==> src/rtl/seg7_scan_driver.sv <==
// ============================================================================
// Module   : seg7_scan_driver
// Brief    : 4-digit common-anode 7-segment scan driver, format "XX.XX",
//            frame-coherent input snapshot. Option: LEADING_ZERO_BLANK_EN.
// Revision : 1.0 - initial release
// ============================================================================
`default_nettype none

module seg7_scan_driver #(
  parameter int REFRESH_DIV = 100000,
  parameter int CNT_W       = 17
) (
  input  logic       clk,
  input  logic       reset,
  input  logic [3:0] seg0,
  input  logic [3:0] seg1,
  input  logic [3:0] seg2,
  input  logic [3:0] seg3,
  output logic [3:0] an,
  output logic [6:0] seg,
  output logic       dp
);

  localparam logic [CNT_W-1:0] c_TC = CNT_W'(REFRESH_DIV - 1);

  logic [CNT_W-1:0] r_cnt;
  logic [1:0]       r_idx;
  logic [3:0]       r_snap0, r_snap1, r_snap2, r_snap3;
  logic [3:0]       r_an;
  logic [6:0]       r_seg;
  logic             r_dp;

  logic             w_tc;
  logic [3:0]       w_digit;
  logic [3:0]       w_an_nxt;
  logic [6:0]       w_seg_nxt;
  logic             w_dp_nxt;

  // Active-low gfedcba; anything outside 0..9 renders as a dash.
  function automatic logic [6:0] f_decode(input logic [3:0] d);
    case (d)
      4'd0:    f_decode = 7'b1000000;
      4'd1:    f_decode = 7'b1111001;
      4'd2:    f_decode = 7'b0100100;
      4'd3:    f_decode = 7'b0110000;
      4'd4:    f_decode = 7'b0011001;
      4'd5:    f_decode = 7'b0010010;
      4'd6:    f_decode = 7'b0000010;
      4'd7:    f_decode = 7'b1111000;
      4'd8:    f_decode = 7'b0000000;
      4'd9:    f_decode = 7'b0010000;
      default: f_decode = 7'b0111111;
    endcase
  endfunction

  assign w_tc = (r_cnt == c_TC);

  always_ff @(posedge clk or negedge reset) begin
    if (!reset) begin
      r_cnt   <= '0;
      r_idx   <= 2'd0;
      r_snap0 <= 4'd0;
      r_snap1 <= 4'd0;
      r_snap2 <= 4'd0;
      r_snap3 <= 4'd0;
    end else if (w_tc) begin
      r_cnt <= '0;
      r_idx <= r_idx + 2'd1;
      // All four digits are latched together at the frame boundary to avoid tearing.
      if (r_idx == 2'd3) begin
        r_snap0 <= seg0;
        r_snap1 <= seg1;
        r_snap2 <= seg2;
        r_snap3 <= seg3;
      end
    end else begin
      r_cnt <= r_cnt + 1'b1;
    end
  end

  always_comb begin
    w_digit   = r_snap0;
    w_an_nxt  = 4'b1110;
    case (r_idx)
      2'd0: begin w_digit = r_snap0; w_an_nxt = 4'b1110; end
      2'd1: begin w_digit = r_snap1; w_an_nxt = 4'b1101; end
      2'd2: begin w_digit = r_snap2; w_an_nxt = 4'b1011; end
      default: begin w_digit = r_snap3; w_an_nxt = 4'b0111; end
    endcase
    w_seg_nxt = f_decode(w_digit);
`ifdef LEADING_ZERO_BLANK_EN
    if ((r_idx == 2'd3) && (r_snap3 == 4'd0)) begin
      w_seg_nxt = 7'b1111111;
    end
`endif
    w_dp_nxt  = (r_idx != 2'd2);
  end

  always_ff @(posedge clk or negedge reset) begin
    if (!reset) begin
      r_an  <= 4'b1111;
      r_seg <= 7'b1111111;
      r_dp  <= 1'b1;
    end else begin
      r_an  <= w_an_nxt;
      r_seg <= w_seg_nxt;
      r_dp  <= w_dp_nxt;
    end
  end

  assign an  = r_an;
  assign seg = r_seg;
  assign dp  = r_dp;

endmodule

`default_nettype wire

==> config.mk <==
export PLATFORM = sky130hd
export DESIGN_NAME = seg7_scan_driver
export DESIGN_NICKNAME = d
export VERILOG_FILES = /design/src/rtl/seg7_scan_driver.sv
export SDC_FILE = /design/constraint.sdc
export NUM_CORES = 1
export LEC_CHECK = 0
export ABC_CLOCK_PERIOD_IN_PS = 2260
export CAP_MARGIN = 20
export CORE_UTILIZATION = 40
export CTS_CLUSTER_SIZE = 25
export DETAILED_ROUTE_END_ITERATION = 10
export SLEW_MARGIN = 10
export SYNTH_ARGS = -nofsm -noshare
export SYNTH_HDL_FRONTEND = slang
export SYNTH_SLANG_ARGS = --single-unit
==> constraint.sdc <==
create_clock -name clk -period 2.26 [get_ports clk]
set_input_delay 0.226 -clock clk [delete_from_list [all_inputs] [get_ports clk]]
set_output_delay 0.226 -clock clk [all_outputs]
set_load 0.05 [all_outputs]
==> results by stage <==
Setup path:
- The kind of critical path is reg -> reg.
- In this design, the stage delay of the slowest critical-path cell is 0.43 ns.
- The worst setup path is captured at a register.
- The endpoint identified for the worst register-to-register timing path is seg[3].
- The data arrival time of the critical path is 2.23 ns.
- Along the worst path, the maximum fanout reaches 5.
- The startpoint identified for the worst register-to-register timing path is r_idx[1].
- The worst setup path is launched from a register.
- The depth of the worst register-to-register path is 7.
- Traced cell by cell, the critical path runs through inv_1 > ha_1 > a222oi_1 > a21oi_1 > inv_1 > ha_1 > o221ai_1.
- The setup slack of the most critical reg-to-reg path is 0.24 ns.
- At the worst endpoint, the required time is 2.47 ns.
- The worst-path cell with the longest stage delay is dfrtp_1.

Timing:
- The count of final setup violators is 0.
- Derived from the worst setup path, the maximum achievable clock frequency is 495 MHz.
- Setup repair after global routing left no endpoint under its margin.
- In the post-route analysis, the smallest setup slack over all paths is 0.239 ns.
- After layout, the worst path uses 89.4% of the clock period.
- The final number of max-transition violations was 0.
- The minimum period implied by the final worst setup slack is 2.02 ns.
- Measured against its own limit, the worst slew margin works out to 65.5%.
- The transition time of the tightest slew-check pin is 0.518 ns.
- The final-report hold violation count is 0.
- The maximum clock skew at final layout is 0.00550 ns.
- The final setup TNS is 0 ns.

Synthesis:
- Counting flops with an async set or reset pin after synthesis yields a share of 100%.
- The cell count after synthesis is 174.
- The sequential element share of the synthesized area is 55.2%.
- After synthesis the cells add up to 2110 um^2.
- Synthesis inferred 46 register bits.
- Counting every net in the synthesized netlist gives 201.
- In the synthesized netlist the dominant register cell turns out to be dfrtp_1.
- Yosys mapped a number of flops with a built-in enable equal to 0.
- The number of warning messages in the yosys log is 0.
- The number of different library cells used by synthesis comes to 35.
- The average cell area after synthesis is 12.1 um^2.

Placement:
- Detailed placement finished with a half-perimeter wire length of 2940 um.
- The placer congestion estimate is 0.908.
- Port buffering added 29 buffers.
- The cell count after placement is 274.
- The pre-CTS setup slack is 0.183 ns.

Min path:
- The tightest min-delay check is of the in -> async type.

Power and ir drop:
- In this run, flip-flops and latches consume 59.7% of the power.
- The fraction of power consumed by the clock network is 36.8%.
- Cell internal power was estimated by the tool at 1.10 mW.
- IR analysis of the VDD net gives a maximum drop of 0.274 mV.
- The cell area power density is 529 nW/um^2.
- The sum of internal, switching and leakage power is 1.38 mW.
- The switching power is 0.282 mW.
- The proportion of power drawn by combinational gates is 3.5%.
- The leakage power of the design is 1.16 nW.
- In this run switching power makes up 20.4% of total power.

Clock tree:
- The tree built by TritonCTS fans out to 46 sinks.
- After clock tree synthesis, the clock-pin slew on the worst setup and hold paths is 0.08 ns.
- The number of buffers added for setup after CTS is 0.
- For the worst-skew pair, the clock arrives at the later sink with an insertion delay of 0.29 ns.
- Counting along the longest clock path gives a buffer depth of 2.
- The root buffer cell chosen for the clock tree is clkbuf_8.
- The total clock buffers created by CTS is 5.
- The CTS tree is yes.
- The maximum level of the CTS H-tree is 2.

Die:
- The height of the chip is 74.6 um.
- The total area inside the core boundary comes to 5110 um^2.
- The top-level I/O count is 30.
- The full die area is 5570 um^2.
- Row generation in the floorplan step produced 26 rows.
- The initial core utilization is 41.3%.
- Measured along the x axis, the die boundary spans 74.6 um.

Finish:
- The area occupied by registers is 1160 um^2.
- The diode insertion count for antenna repair is 0.
- The area of the multi-input gates is 870 um^2.
- The fraction of the core area covered by cells at the end of the flow is 51.1%.
- From synthesis to final layout, the design area changed by 23.5%.
- The filler cell count is 453.
- Of the cells placed in the final design, the portion with a size suffix greater than 1 is 21.6%.
- The final net count is 239.
- The number of non-filler instances in the completed layout is 283.

Route:
- The via total after detailed routing is 1394.
- In the routed design, unresolved DRC markers number 0.
- The detail route stage leaves a number of antenna-violating nets equal to 0.
- The total detailed-routing wirelength is 3930 um.
- The post-detailed-route wirelength per cell is 13.9 um.
- The first detailed-routing pass ran for 4 iterations.
- After detailed routing, the number of vias per cell comes to 4.93.
- The first routing iteration left 47 violations.

Outcome:
- The flow ran to the end, and the final reports show no timing, DRC or antenna violations.

GRT:
- The largest net degree at the start of global routing is 25.
- The global-route wire length before repair is 6380 um.
- The via count of the first global-routing pass is 1408.
- Global routing used 15.7% of the available tracks across all layers.
- The initial antenna violation count is 0.
- After global routing the overflow that remains totals 0.

Job:
- Across the run, the number of max-cap violations was 0.
==> worst max-delay path, delay by kind of cell (launching register included) <==
kind / cells / cell delay [ns]
AOI/OAI and AO/OA: 3 / 0.84
DFF: 1 / 0.43
buffers and inverters: 2 / 0.20
adders and majority gates: 2 / 0.49
==> per-layer routing <==
metal / global-route usage (%) / share of wire, %
met4: 6.29 / 1.6
met5: 0 / 0
met2: 27.1 / 49
met3: 4.69 / 4.2
met1: 18.4 / 45
==> through the flow <==
stage | area, um^2 | hold slack [ns]
detailed placement | 2500 | 0.229
CTS | 2600 | 0.448
global placement | 2500 | 0.220
finish | 2610 | 0.437
floorplan | 2110 | -0.0696
global route | 2610 | 0.485
==> cell families after synthesis <==
group	after synthesis	synth area share, %
AOI/OAI and AO/OA	17	5.63
muxes	19	10.1
buffers and inverters	16	3.79
xor gates and xnor gates	15	6.22
DFF	46	55.2
adders and majority gates	9	5.34
and+or+nand+nor	52	13.8
==> cell usage after synthesis, types with 3 or more instances <==
| cell | n | area (um^2) |
|---|---|---|
| nand3_1 | 5 | 25.0 |
| nor3_1 | 6 | 30.0 |
| xnor2_1 | 12 | 105 |
| a21oi_1 | 6 | 30.0 |
| dfrtp_1 | 35 | 876 |
| nor2b_1 | 4 | 25.0 |
| dfstp_2 | 11 | 289 |
| nand4_1 | 6 | 37.5 |
| nor2_1 | 10 | 37.5 |
| ha_1 | 9 | 113 |
| nand2_1 | 11 | 41.3 |
| mux2_2 | 17 | 191 |
| inv_1 | 11 | 41.3 |
| xor2_1 | 3 | 26.3 |
| a222oi_1 | 4 | 40.0 |
==> sequential cells by signal, summed over array words and instances (netlist names) <==
| register | cells |
|---|---|
| an | 4 |
| r_cnt | 17 |
| r_idx | 2 |
| r_snap0 | 4 |
| r_snap1 | 4 |
| r_snap2 | 4 |
| r_snap3 | 4 |
| seg | 7 |
==> power by group through the flow <==
stage / logic, mW / clock network, mW / registers [mW]
after floorplan: 0.000235 / 0 / 0.839
after global placement: 0.0461 / 0 / 0.839
after detailed placement: 0.0473 / 0 / 0.839
after CTS: 0.0491 / 0.525 / 0.823
after global routing: 0.0526 / 0.564 / 0.823
final: 0.0477 / 0.508 / 0.823
==> how the worst max path moves through the flow <==
stage / start / endpoint / slack [ns] / cells past startpoint
2_1_floorplan: r_cnt[0] / r_snap0[3] / 0.25 / 7
3_3_place_gp: r_idx[1] / seg[3] / 0.32 / 6
3_5_place_dp: r_idx[1] / seg[3] / 0.18 / 6
4_1_cts: r_idx[0] / seg[3] / 0.14 / 7
5_1_grt: r_idx[1] / seg[3] / 0.03 / 6
6_report: r_idx[1] / seg[3] / 0.24 / 7
==> what timing repair did <==
action | in CTS | in global routing
endpoints found under the hold margin | 19 | 0
setup endpoints to repair | 0 | 4
hold buffers | 1 | 0
resized for setup | 0 | 2
==> cells in the final DEF, fill, tap and decap left out, types with 2 or more instances in the layout <==
cell type / instances
a21oi_1: 5
a222oi_1: 4
and3_1: 2
buf_4: 4
clkbuf_8: 6
clkdlybuf4s50_1: 28
dfrtp_1: 35
dfstp_2: 11
ha_1: 9
inv_1: 11
mux2_2: 17
nand2_1: 11
nand2b_1: 2
nand3_1: 5
nand4_1: 6
nor2_1: 10
nor2b_1: 4
nor3_1: 6
xnor2_1: 12
xor2_1: 3
==> final cells by class <==
class / count / share of cell area, %
Tap cell: 70 / 3.36
Multi-Input combinational cell: 112 / 33.3
Timing Repair Buffer: 35 / 13.2
Clock inverter: 2 / 0.480
Sequential cell: 46 / 44.7
Inverter: 12 / 1.73
Clock buffer: 6 / 3.17
(Power assumes the default switching activity.)
